## config.mk

```make
export PLATFORM = sky130hd
export DESIGN_NAME = instr_fetch
export DESIGN_NICKNAME = d
export VERILOG_FILES = /design/src/rtl/instr_fetch.sv
export SDC_FILE = /design/constraint.sdc
export NUM_CORES = 1
export LEC_CHECK = 0
export ABC_AREA = 1
export BUFFER_PORTS_ARGS = -buffer_cell sky130_fd_sc_hd__buf_4
export CELL_PAD_IN_SITES_DETAIL_PLACEMENT = 1
export CELL_PAD_IN_SITES_GLOBAL_PLACEMENT = 2
export CORE_MARGIN = 2
export CORE_UTILIZATION = 26
export CTS_BUF_LIST = sky130_fd_sc_hd__clkbuf_4 sky130_fd_sc_hd__clkbuf_8 sky130_fd_sc_hd__clkbuf_16
export CTS_CLUSTER_SIZE = 20
export DETAILED_ROUTE_END_ITERATION = 6
export GPL_TIMING_DRIVEN = 0
export PLACE_DENSITY_LB_ADDON = 0.1
export SLEW_MARGIN = 5
export SYNTH_ARGS = -nofsm -noshare
export SYNTH_HDL_FRONTEND = slang
export SYNTH_SLANG_ARGS = --single-unit
```

## constraint.sdc

```tcl
create_clock -name clk -period 3.3 [get_ports clk]
set_clock_uncertainty 0.2 [all_clocks]
set_input_delay 0.33 -clock clk [delete_from_list [all_inputs] [get_ports clk]]
set_output_delay 0.33 -clock clk [all_outputs]
set_load 0.05 [all_outputs]
```

## src/rtl/instr_fetch.sv

```systemverilog
`default_nettype none
// ============================================================================
//  Module      : instr_fetch
//  Description : Fetch stage ahead of the controller/datapath. Owns the PC,
//                requests words from instruction memory over req/ack, holds
//                the returned word until execute consumes it, then picks the
//                next PC (branch target or PC+4).
//  Revision    : 1.0 - initial release
// ============================================================================
module instr_fetch #(
  parameter logic [31:0] RESET_PC = 32'h0000_0000,
  parameter int          CNT_W    = 16
) (
  input  logic             clk,
  input  logic             reset,
  output logic             imem_req,
  output logic [31:0]      imem_addr,
  input  logic             imem_ack,
  input  logic [31:0]      imem_rdata,
  output logic [31:0]      Instr,
  output logic             instr_valid,
  input  logic             exec_ready,
  input  logic             PCSrc,
  input  logic [31:0]      Result,
  output logic [31:0]      PC,
  output logic [31:0]      PCPlus8,
  output logic             misalign,
  output logic [CNT_W-1:0] retired
);

  typedef enum logic [1:0] {
    S_IDLE  = 2'd0,
    S_FETCH = 2'd1,
    S_ISSUE = 2'd2
  } state_t;

  localparam logic [31:0] c_step4 = 32'd4;
  localparam logic [31:0] c_step8 = 32'd8;

  state_t           r_state;
  logic [31:0]      r_pc;
  logic [31:0]      r_instr;
  logic             r_req;
  logic             r_valid;
  logic             r_misalign;
  logic [CNT_W-1:0] r_retired;

  logic [31:0]      w_next_pc;
  logic             w_target_misaligned;

  // Next-PC selection: aligned branch target or sequential PC+4 (wraps mod 2^32)
  always_comb begin
    w_next_pc           = r_pc + c_step4;
    w_target_misaligned = 1'b0;
    if (PCSrc) begin
      w_next_pc           = {Result[31:2], 2'b00};
      w_target_misaligned = |Result[1:0];
    end
  end

  // Fetch FSM with registered request/valid flags and PC/counter updates
  always_ff @(posedge clk or posedge reset) begin
    if (reset) begin
      r_state    <= S_IDLE;
      r_pc       <= RESET_PC;
      r_instr    <= 32'd0;
      r_req      <= 1'b0;
      r_valid    <= 1'b0;
      r_misalign <= 1'b0;
      r_retired  <= '0;
    end else begin
      case (r_state)
        // Wait out any ack left over from a transaction cut short by reset
        S_IDLE: begin
          if (!imem_ack) begin
            r_state <= S_FETCH;
            r_req   <= 1'b1;
          end
        end
        // Request held stable at the current PC until memory acknowledges
        S_FETCH: begin
          if (imem_ack) begin
            r_instr <= imem_rdata;
            r_state <= S_ISSUE;
            r_req   <= 1'b0;
            r_valid <= 1'b1;
          end
        end
        // Word held for execute; PCSrc/Result only matter on the consume cycle
        S_ISSUE: begin
          if (exec_ready) begin
            r_pc      <= w_next_pc;
            r_retired <= r_retired + CNT_W'(1);
            if (w_target_misaligned) begin
              r_misalign <= 1'b1;
            end
            r_state <= S_FETCH;
            r_req   <= 1'b1;
            r_valid <= 1'b0;
          end
        end
        default: begin
          r_state <= S_IDLE;
          r_req   <= 1'b0;
          r_valid <= 1'b0;
        end
      endcase
    end
  end

  assign imem_req    = r_req;
  assign imem_addr   = r_pc;
  assign Instr       = r_instr;
  assign instr_valid = r_valid;
  assign PC          = r_pc;
  assign PCPlus8     = r_pc + c_step8;
  assign misalign    = r_misalign;
  assign retired     = r_retired;

endmodule
`default_nettype wire

```

==> results.md <==
- The cell class contributing the biggest share of worst-path delay is simple AND/OR/NAND/NOR gates.
- The number of I/O port buffers is 209.
- During I/O placement, the number of pins put on the boundary was 216.
- The power per cell area is 1130 nW/um2.
- The post-placement cell area is 7100 um2.
- On the final layout, the worst hold slack is 0.0138 ns.
- Once layout is complete, the utilization of the core stands at 0.387.
- After clock tree synthesis, the setup repair step added 0 buffers.
- The initial antenna violation count is 0.
- The routing usage on met3 is 0.0398.
- The post-synthesis async set-or-reset flop share is 1.00.
- The number of max-slew violations in the final report is 0.
- The netlist area before placement is 5150 um2.
- Compared with the post-synthesis result, the final layout area differs by 46.2%.
- The number of cells on the critical path is 10.
- The flop and latch count out of synthesis is 83.
- The worst min-delay path category is in -> reg.
- The H-tree was split into 3 levels.
- The minimum clock period is 2.85 ns.
- The global-route total usage across every layer is 0.187.
- Buffers inserted during clock tree synthesis total 9.
- The residual antenna-violating net count after detailed routing is 0.
- The worst-case headroom to the max-slew limit is 0.528.
- Adding up every negative setup slack in the final design gives 0 ns.
- STA puts the critical path data arrival time at 2.32 ns.
- The worst register-to-register path begins at PC[2]$_DFFE_PP0P_.
- The maximum vdd drop is 0.455 mV.
- The share of the clock period used by the worst path after layout is 0.863.
- In this run the horizontal extent of the chip is 145 um.
- The average vias per placed instance is 4.40.
- The clock root buffer is sky130_fd_sc_hd__clkbuf_16.
- The slowest stage of the critical path belongs to the cell sky130_fd_sc_hd__dfrtp_1.
- Of the total synthesized cell area, the portion taken by AND, OR, NAND and NOR gates is 0.267.
- TritonCTS built the clock tree.
- Once detailed placement completed, the half-perimeter wirelength came to 14.9 mm.
- The primary flip-flop cell chosen by synthesis mapping is sky130_fd_sc_hd__dfrtp_1.
- The initial core utilization is 0.265.
- Including well taps, the total number of placed cells is 1136.
- Following the worst setup path forward leads to its endpoint at PCPlus8[25].
- The maximum achievable frequency is 351 MHz.
- The clock insertion delay at the later pin of the skew report is 0.35 ns.
- The area of the core is 19500 um2.
- The compound-gate portion of the synthesized area is 0.0653.
- The synthesized instance count is 656.
- For this run, the number of Yosys warnings is 0.
- Averaged over all synthesized cells, the footprint is 7.86 um2.
- Traced cell by cell, the critical path runs through ha_1 -> inv_1 -> nor2_4 -> inv_2 -> nor2_2 -> nand2_2 -> nor2_2 -> nand2_1 -> xor2_1 -> buf_4.
- The dominant combinational cell family by area after synthesis is simple AND/OR/NAND/NOR gates.
- Of the cells placed in the final design, the portion with a size suffix greater than 1 is 0.377.
- For the pin with the worst max-slew slack, the measured transition is 0.708 ns.
- The met2 demand-to-capacity share in global routing is 0.337.
- The kind of launch point of the worst setup path is a flop.
- The number of flops mapped to enable cells by yosys is 0.
- The floorplan step set the die height to 145 um.
- The placer congestion estimate is 0.821.
- The pin count of the biggest net entering global routing is 62.
- Clock-pin slew was measured on the worst setup and hold paths at 0.08 ns.
- The number of nets in the final layout is 964.
- The final route contains 5115 vias.
- The worst flop-to-flop path endpoint is PC[20]$_DFFE_PP0P_.
- The first element of the critical path is PC[4]$_DFFE_PP0P_.
- The data required time at the worst endpoint is 2.77 ns.
- Setup violations remaining at the end of the flow were counted as 0.
- Summed over all cells, the static leakage comes to 0.00375 uW.
- The adder and majority gate portion of the synthesized area is 0.00728.
- The multi-input combinational cells in the finished layout cover a total of 2480 um2.
- The portion of synthesized area spent on multiplexers is 0.0699.
- The floorplan die area is 21000 um2.
- The sequential area share after synthesis is 0.403.
- In this design, the critical path's most frequently occurring cell is sky130_fd_sc_hd__nor2_2.
- The worst stage delay on the critical path is 0.48 ns.
- Together, buffers and inverters on the worst path number 3.
- Of the total synthesized cell area, the portion taken by XOR and XNOR cells is 0.0663.
- For this run, the number of standard cells in the final layout without fillers is 1162.
- The capturing element type of the critical path is an output pin.
- The number of global-route vias before repair came to 5486.
- After detailed routing, the average wire length per cell comes to 16.4 um.
- After routing the design area is 7530 um2.
- The count of TritonRoute iterations in the first routing pass is 4.
- The maximum root-to-sink buffer count is 2.
- The critical path is of the reg -> out type.
- The run finished with clean final reports.
- For met1 alone, demand over resource in global routing was 0.224.
- For flop-to-flop paths, the worst setup slack is 1.12 ns.
- 0 antenna diodes ended up in the layout.
- The violation count after the first detailed-routing iteration is 138.
- The filler cell count in the final layout is 2363.
- The number of cells traversed by the worst register-to-register path is 10.
- The library cells used most frequently in the layout, excluding fill and tap cells, are sky130_fd_sc_hd__buf_4 (246), sky130_fd_sc_hd__nand2_1 (166), sky130_fd_sc_hd__dfrtp_1 (83), sky130_fd_sc_hd__nor2_1 (79), sky130_fd_sc_hd__inv_1 (63).
- The count of final hold-check violations is 0.
- Wires add up to 19.1 mm.
- met2 is the most crowded layer.
- The post-synthesis cell type count is 38.
- The first global-routing pass estimated 29.7 mm of wire.
- The floorplan row count is 51.
- Setup repair after global routing left no endpoint under its margin.
- The number of clock sinks is 83.
- The highest fanout seen on the critical path is 7.
- The number of max-cap violations is 0.
- The total DRC errors in the routed layout is 0.
- The library cell used most frequently in the layout, excluding fill and tap cells, is sky130_fd_sc_hd__buf_4.
- The overflow left after global routing is 0.
- In the final layout, flip-flops and latches occupy 2080 um2.
[registers in the layout, indices dropped and copies added (netlist names)]
signal / cells
misalign: 1
PC: 30
retired: 16
r_state: 2
Instr: 32
instr_valid: 1
imem_req: 1
[Yosys cell counts (3+ instances only)]
cell type                  instances  area, um2
sky130_fd_sc_hd__a21oi_1          21        105
sky130_fd_sc_hd__buf_2             5       25.0
sky130_fd_sc_hd__buf_4            37        278
sky130_fd_sc_hd__buf_6             3       33.8
sky130_fd_sc_hd__clkbuf_1          6       22.5
sky130_fd_sc_hd__dfrtp_1          83       2080
sky130_fd_sc_hd__ha_1              3       37.5
sky130_fd_sc_hd__inv_1            64        240
sky130_fd_sc_hd__mux2_2           32        360
sky130_fd_sc_hd__nand2_1         166        623
sky130_fd_sc_hd__nand2_2           9       56.3
sky130_fd_sc_hd__nand3_1          32        160
sky130_fd_sc_hd__nor2_1           79        297
sky130_fd_sc_hd__nor2_2           12       75.1
sky130_fd_sc_hd__nor2_4            7       78.8
sky130_fd_sc_hd__nor3_1            5       25.0
sky130_fd_sc_hd__o21ai_0          26        130
sky130_fd_sc_hd__o21bai_1          3       22.5
sky130_fd_sc_hd__xnor2_1           6       52.6
sky130_fd_sc_hd__xor2_1           33        289
[final cells by class]
| cell class | instances | area share |
|---|---|---|
| Timing Repair Buffer | 220 | 0.225 |
| Clock buffer | 9 | 0.0299 |
| Tap cell | 265 | 0.0440 |
| Multi-Input combinational cell | 459 | 0.329 |
| Sequential cell | 83 | 0.276 |
| Clock inverter | 7 | 0.0139 |
| Buffer | 53 | 0.0493 |
| Inverter | 66 | 0.0332 |
[report_power, final]
part           switching [uW]  internal, uW  total (uW)  leakage, uW
combinational            3760          1660        5420      0.00260
clock                     488           679        1170     0.000164
sequential                548          1370        1920     0.000984
total                    4790          3720        8510      0.00375
[logic make-up (layout without fill, tap and decap cells)]
kind of cell	Yosys count	count (layout)
other	1	6
AOI/OAI and AO/OA	61	61
buffers and inverters	119	355
DFF	83	83
muxes	32	32
xor gates and xnor gates	39	39
and+or+nand+nor	318	318
adders and majority gates	3	3
[repair_timing]
item                      in CTS  in global routing
hold endpoints to repair      31                  0
hold buffers                  10                  0
resized for setup              0                  0
[metrics by stage]
step | setup WS, ns | power (uW)
after floorplan | 0.294 | 5660
after global placement | -0.766 | 7330
after detailed placement | 0.803 | 7410
after CTS | 0.395 | 8610
after global routing | 0.228 | 8960
final | 0.453 | 8510
[worst min-delay path by stage]
stage                                       start                 endpoint  slack, ns  cells after the start
after floorplan                          imem_ack   r_state[0]$_DFFE_PP0P_       0.23                      1
after global placement    instr_valid$_DFFE_PP0P_  instr_valid$_DFFE_PP0P_       0.26                      2
after global routing                imem_rdata[3]     Instr[3]$_DFFE_PP0P_      0.003                      2
after CTS                          imem_rdata[11]    Instr[11]$_DFFE_PP0P_     0.0004                      2
final                              imem_rdata[13]    Instr[13]$_DFFE_PP0P_       0.01                      2
after detailed placement                    reset   retired[9]$_DFFE_PP0P_       0.15                      2
[layer usage]
layer / vias up / wire [um]
li1: 2483 / -
met1: 2483 / 7960
met2: 134 / 9800
met3: 15 / 1070
met4: 0 / 252
met5: - / 0
No activity file was read; power rests on OpenSTA's default activity.
